--- config.mk ---
export PLATFORM = sky130hd
export DESIGN_NAME = fbindct_pipe
export DESIGN_NICKNAME = d
export VERILOG_FILES = /design/src/rtl/fbindct_pipe.sv
export SDC_FILE = /design/constraint.sdc
export NUM_CORES = 2
export LEC_CHECK = 0
export ABC_AREA = 1
export CAP_MARGIN = 20
export CORE_UTILIZATION = 61
export CTS_CLUSTER_DIAMETER = 40
export DETAILED_ROUTE_END_ITERATION = 10
export PLACE_DENSITY_LB_ADDON = 0.25
export SKIP_LAST_GASP = 1
export SLEW_MARGIN = 0
export SYNTH_ARGS = -nofsm -noshare
export SYNTH_HDL_FRONTEND = slang
export SYNTH_SLANG_ARGS = --single-unit
--- constraint.sdc ---
create_clock -name clk -period 21.4 [get_ports clk]
set_clock_uncertainty 0.1 [all_clocks]
set_input_delay 3.21 -clock clk [delete_from_list [all_inputs] [get_ports clk]]
set_output_delay 3.21 -clock clk [all_outputs]
set_load 0.02 [all_outputs]
--- src/rtl/fbindct_pipe.sv ---
// fbindct_pipe: fully pipelined 8-point forward binDCT (shift-add lifting) with
//    valid/ready flow control, rounding output scaling and output saturation.
//    clk, rst                    : clock, synchronous active-high reset
//    x_in, valid_in, ready_in    : input vector handshake
//    y_out, valid_out, ready_out : coefficient handshake, natural order y0..y7
//    sat_out                     : at least one lane of y_out was clipped
module fbindct_pipe #(
   parameter int IN_WIDTH   = 16,
   parameter int OUT_WIDTH  = 16,
   parameter int GUARD_BITS = 4,
   parameter int OUT_SHIFT  = 0
) (
   input  logic                        clk,
   input  logic                        rst,
   input  logic signed [IN_WIDTH-1:0]  x_in [0:7],
   input  logic                        valid_in,
   output logic                        ready_in,
   output logic signed [OUT_WIDTH-1:0] y_out [0:7],
   output logic                        valid_out,
   input  logic                        ready_out,
   output logic                        sat_out
);
   localparam int IW = IN_WIDTH + GUARD_BITS;
   // scaling/clipping width wide enough to hold both the rounded value and the output limits
   localparam int CW = (IW + 1 > OUT_WIDTH ? IW + 1 : OUT_WIDTH) + 1;
   localparam logic signed [CW-1:0] RND  = CW'((1 << OUT_SHIFT) >> 1);
   localparam logic signed [CW-1:0] MAXV = CW'((64'sd1 <<< (OUT_WIDTH - 1)) - 64'sd1);
   localparam logic signed [CW-1:0] MINV = ~MAXV;
   typedef logic signed [IW-1:0] w_t;
   w_t s0_d [0:7], s0_q [0:7];
   w_t s1_d [0:7], s1_q [0:7];
   // S2 keeps a0..a4 and a7 in place; slot 5 holds b1 and slot 6 holds b0
   w_t s2_d [0:7], s2_q [0:7];
   w_t s3_d [0:7], s3_q [0:7];
   w_t b0, b1, d0, d1, d2, d3, d4, d5, d6;
   w_t r [0:7];
   logic signed [CW-1:0] v [0:7];
   logic [7:0] clip;
   logic signed [OUT_WIDTH-1:0] y_d [0:7], y_q [0:7];
   logic [4:0] v_d, v_q;
   logic sat_d, sat_q, en;

   assign en        = !v_q[4] || ready_out;
   assign ready_in  = en;
   assign valid_out = v_q[4];
   assign y_out     = y_q;
   assign sat_out   = sat_q;

   always_comb begin
      v_d = {v_q[3:0], valid_in};
      for (int i = 0; i < 8; i++) s0_d[i] = w_t'(x_in[i]);
      for (int i = 0; i < 4; i++) begin
         s1_d[i]     = s0_q[i] + s0_q[7-i];
         s1_d[7-i]   = s0_q[i] - s0_q[7-i];
      end
      b0 = s1_q[6] + (s1_q[5] >>> 2) + (s1_q[5] >>> 3);
      b1 = (b0 >>> 1) + (b0 >>> 3) - s1_q[5];
      s2_d = s1_q;
      s2_d[5] = b1;
      s2_d[6] = b0;
      s3_d[0] = s2_q[0] + s2_q[3];
      s3_d[1] = s2_q[1] + s2_q[2];
      s3_d[2] = s2_q[1] - s2_q[2];
      s3_d[3] = s2_q[0] - s2_q[3];
      s3_d[4] = s2_q[4] + s2_q[5];
      s3_d[5] = s2_q[4] - s2_q[5];
      s3_d[6] = s2_q[7] - s2_q[6];
      s3_d[7] = s2_q[7] + s2_q[6];
      d0 = s3_q[0] + s3_q[1];
      d1 = (d0 >>> 1) - s3_q[1];
      d2 = s3_q[2] - ((s3_q[3] >>> 2) + (s3_q[3] >>> 3));
      d3 = s3_q[3] + (d2 >>> 2) + (d2 >>> 3);
      d4 = s3_q[4] - (s3_q[7] >>> 3);
      d5 = s3_q[5] + (s3_q[6] >>> 1) + (s3_q[6] >>> 2) + (s3_q[6] >>> 3);
      d6 = s3_q[6] - (d5 >>> 1);
      r = '{d0, s3_q[7], d3, d6, d1, d5, d2, d4};
      // bubbles load zero so y_out never shows stale data while valid_out is low
      for (int i = 0; i < 8; i++) begin
         v[i]    = ($signed(CW'(r[i])) + RND) >>> OUT_SHIFT;
         clip[i] = v[i] > MAXV || v[i] < MINV;
         y_d[i]  = v_q[3] ? OUT_WIDTH'(v[i] > MAXV ? MAXV : v[i] < MINV ? MINV : v[i]) : '0;
      end
      sat_d = v_q[3] && |clip;
   end

   always_ff @(posedge clk) begin
      if (rst) begin
         v_q   <= '0;
         sat_q <= 1'b0;
         y_q   <= '{default: '0};
      end else if (en) begin
         v_q   <= v_d;
         sat_q <= sat_d;
         y_q   <= y_d;
      end
      if (en) begin
         s0_q <= s0_d;
         s1_q <= s1_d;
         s2_q <= s2_d;
         s3_q <= s3_d;
      end
   end
endmodule

=== After elaboration in Yosys (flattened, before gate mapping) ===
Cells that the tools add are included.

* Input bits: 132
* Word-level logic and storage cells: 125
* Register bits: 739

* Magnitude comparators: 16
* Reductions and logical operators: 12
* Mux-type cells: 24
* Add/subtract/negate cells: 31

{| class="wikitable"
|+ Operators by type and width
! cell !! count
|-
| $mux W16 || 24
|-
| $gt A20 B16 Y1 const B || 8
|-
| $lt A20 B16 Y1 const B || 8
|-
| $add A20 B20 Y20 || 5
|-
| $sub A20 B20 Y20 || 4
|-
| $add A16 B16 Y17 || 4
|-
| $sub A16 B16 Y17 || 4
|-
| $add A20 B17 Y20 || 2
|-
| $add A20 B18 Y20 || 2
|-
| $sub A20 B17 Y20 || 2
|-
| $sub A20 B19 Y20 || 2
|-
| $add A19 B17 Y20 || 1
|-
| $add A20 B14 Y20 || 1
|-
| $add A20 B15 Y20 || 1
|-
| $add A20 B19 Y20 || 1
|-
| $sub A19 B20 Y20 || 1
|-
| $add A18 B17 Y19 || 1
|-
| $logic_or A1 B1 Y1 || 9
|-
| $reduce_or A8 Y1 || 1
|-
| $logic_and A1 B1 Y1 || 1
|-
| $logic_not A1 Y1 || 1
|}

=== Logic depth before layout (Yosys ltp) ===
* Depth in word-level cells: 8
* Mapped depth: 34

=== Worst setup path before layout ===
Ideal clock, no wire load.

* Path type: input port to output port
* Start: input port ready_out
* End: output port ready_in
* Data required time: 18.090 ns
* Stages: 3
* Buffers on the path: 1
* Arrival: 14.383 ns
* Path slack: 3.707 ns
* Cell sequence: nor2_1 > clkbuf_1 > inv_1

* Cells in the longest elaborated chain, start to end: 1

{| class="wikitable"
|+ RTL lines
! item !! RTL line !! text
|-
| start, declared || 20 || <nowiki>input logic ready_out,</nowiki>
|-
| $logic_or A1 B1 Y1 || 43 || <nowiki>assign en = !v_q[4] || ready_out;</nowiki>
|-
| end, declared || 17 || <nowiki>output logic ready_in,</nowiki>
|}

Every way passes these cells.

=== Worst setup path after layout ===
Same ends and word-level chain as after synthesis.

==> results.sh <==
export IMPL_synthArstFlopShare_pct=0
export IMPL_cts_repair_resized=0
export IMPL_area_delta_synth_final_pct=15.0
export IMPL_ys_seq_area_share_pct=42.3
export IMPL_synth_area_leaders="edfxtp_1, ha_1, nand2_1"
export IMPL_drt_iter0_drc=2711
export IMPL_track_usage_pct=28.7
export IMPL_met2_length_mm=51.2
export IMPL_insertion_delay_ps=660
export IMPL_crit_chain="clkdlybuf4s50_1 > nor2_4 > inv_8 > clkdlybuf4s50_1"
export IMPL_grt_max_degree=195
export IMPL_drive_gt1_share_pct=5.64
export IMPL_viasPerCell=5.44
export IMPL_cts_hold_repair_buffers=0
export IMPL_cts_buffer_depth=3
export IMPL_crit_top_cell="clkdlybuf4s50_1"
export IMPL_synth_cells=5005
export IMPL_postSynthAreaPerCell_sq_um=9.16
export IMPL_cts_buffers=100
export IMPL_grt_pass1_wl_mm=173
export IMPL_yosys_register_bits=690
export IMPL_required_ps=18090
export IMPL_finalWeightedCongestion=0.969
export IMPL_drt_wl_total_mm=110
export IMPL_synth_most_common_cell="nand2_1"
export IMPL_reg2reg_depth=30
export IMPL_slew_violations=0
export IMPL_grt_ovfl_total=0
export IMPL_crit_path_max_fanout=57
export IMPL_cts_clk_slew_worst_paths_ps=60
export IMPL_grt_pass1_vias=33200
export IMPL_met3_length_mm=6.57
export IMPL_firstDrtPassIters=6
export IMPL_post_cts_setup_buffer_count=0
export IMPL_fin_nets=5971
export IMPL_antenna_found_initial=0
export IMPL_synth_area_sq_mm=0.0458
export IMPL_num_vias=34400
export IMPL_cts_sinks=690
export IMPL_start_util_pct=61.6
export IMPL_cts_tree="built"
export IMPL_drc=0
export IMPL_max_clock_freq_ghz=0.114
export IMPL_hold_path_depth=0
export IMPL_synth_warnings=0
export IMPL_drtAntennaViolNets=0
export IMPL_yosys_area_top_type="edfxtp_1"
export IMPL_critical_path_class="input port to output pin"
export IMPL_min_period_over_period_pct=41.1
export IMPL_max_slew_margin_rel_pct=25.5
export IMPL_ys_flop_type="edfxtp_1"
export IMPL_status="finished clean"
export IMPL_die_w_um=276
export IMPL_hold_path_class="flop to flop"
export IMPL_die_h_um=276
export IMPL_h_tree_depth=3
export IMPL_rsz0062_at_grt="false"
export IMPL_ioPinCount=263
export IMPL_core_area_sq_mm=0.0744
export IMPL_topRoutingLayerUsed="met4"
export IMPL_m1WireLength_mm=48.1
export IMPL_dieArea_sq_mm=0.0762
export IMPL_synth_top_area_share_pct=36.4
export IMPL_maxCapViolations=0
export IMPL_yosysUniqueCellTypes=64
export IMPL_max_slew_worst_pin_slew_ps=1110
export IMPL_crit_slowest_cell="nor2_4"
export IMPL_period_minus_slack_ps=8800
export IMPL_final_setup_viol_count=0
export IMPL_cp_end_kind="output pin"
export IMPL_synth_edf_count=556
export IMPL_cts_root_buf="clkbuf_16"
export IMPL_crit_path_max_incr_delay_ps=730
export IMPL_tns_ps=0
export IMPL_startpoint_type="input port"
export IMPL_synth_net_count=5705
export IMPL_dp_final_hpwl_mm=87.3
export IMPL_synth_common_cells="nand2_1, inv_1, edfxtp_1, ha_1, a21oi_1"
export IMPL_hold_viol=0
export IMPL_worstPathArrival_ps=5490
export IMPL_wl_per_cell_um=17.3
export IMPL_rows=100
export IMPL_fillers=5574
export IMPL_io_buffers=262
export IMPL_diodes=0
[layout by cell type (no fill, tap or decap), drive strengths merged, types with 5 or more instances in the layout]
cell type / n
nand2: 965
o211ai: 17
fa: 120
and3: 6
a221oi: 37
nor3: 34
a31oi: 42
a21boi: 36
nor2: 297
bufinv: 5
xnor2: 60
a211oi: 6
buf: 10
a21o: 5
dfxtp: 134
nand3b: 12
clkinvlp: 11
edfxtp: 556
o31ai: 25
nor4: 5
clkdlybuf4s50: 261
xor2: 315
ha: 448
inv: 930
o21bai: 29
nand3: 143
nand4: 43
clkbuf: 108
clkinv: 31
a21oi: 445
o21ai: 194
[cell type report]
class	instances	area [sq um]	share of cell area, %
Multi-Input combinational cell	3311	22600	42.9
Sequential cell	690	19400	36.7
Inverter	897	3380	6.40
Timing Repair Buffer	271	2700	5.12
Clock buffer	108	2610	4.94
Tap cell	969	1210	2.30
Clock inverter	80	856	1.62
[critical path, delay by kind of cell]
kind | cells | cell delay (ps)
buf+inv | 3 | 1440
simple gates | 1 | 730
[kinds of logic (layout without fill, tap and decap cells)]
family | after synthesis | after routing | share of synthesized area, %
xor+xnor | 375 | 375 | 7.17
simple gates | 1512 | 1512 | 13.8
fa+ha+maj | 568 | 568 | 17.5
compound gates | 856 | 856 | 10.8
flops | 690 | 690 | 42.3
buf+inv | 1004 | 1356 | 8.42
[path summary, 6_finish.rpt]
check | slack (ps) | start | endpoint
setup / recovery | 12600 | ready_out | ready_in
hold / removal | 310 | s1_q[86] | s2_q[86]
setup reg to reg | 15580 | s3_q[24] | y_out[72]
hold reg to reg | 310 | s1_q[86] | s2_q[86]
[sequential cells by signal, summed over array words and instances, names as in the netlist]
register  count
r            19
s0_q        128
s1_q        132
s2_q        140
s3_q        137
sat_out       1
v_q           5
y_out       128
[layer usage]
| layer | track usage (%) | vias to the layer above |
|---|---|---|
| li1 | - | 17000 |
| met1 | 38.8 | 16100 |
| met2 | 47.9 | 1128 |
| met3 | 3.52 | 180 |
| met4 | 10.0 | 0 |
| met5 | 0 | - |
[stage by stage]
step / std cells / worst slack [ps] / cell area, sq um / hold slack (ps) / util, %
floorplan: 5005 / 3710 / 45800 / 300 / -
global placement: 6138 / 12610 / 49300 / 302 / 66.2
detailed placement: 6138 / 12600 / 49300 / 305 / 66.2
CTS: 6326 / 12590 / 52700 / 315 / 70.8
global route: 6326 / 12470 / 52700 / 315 / 70.8
finish: 6326 / 12600 / 52700 / 312 / 70.8
Power is not shown: default switching activity piles up to over one toggle a cycle in this logic, so the estimate is an artifact.
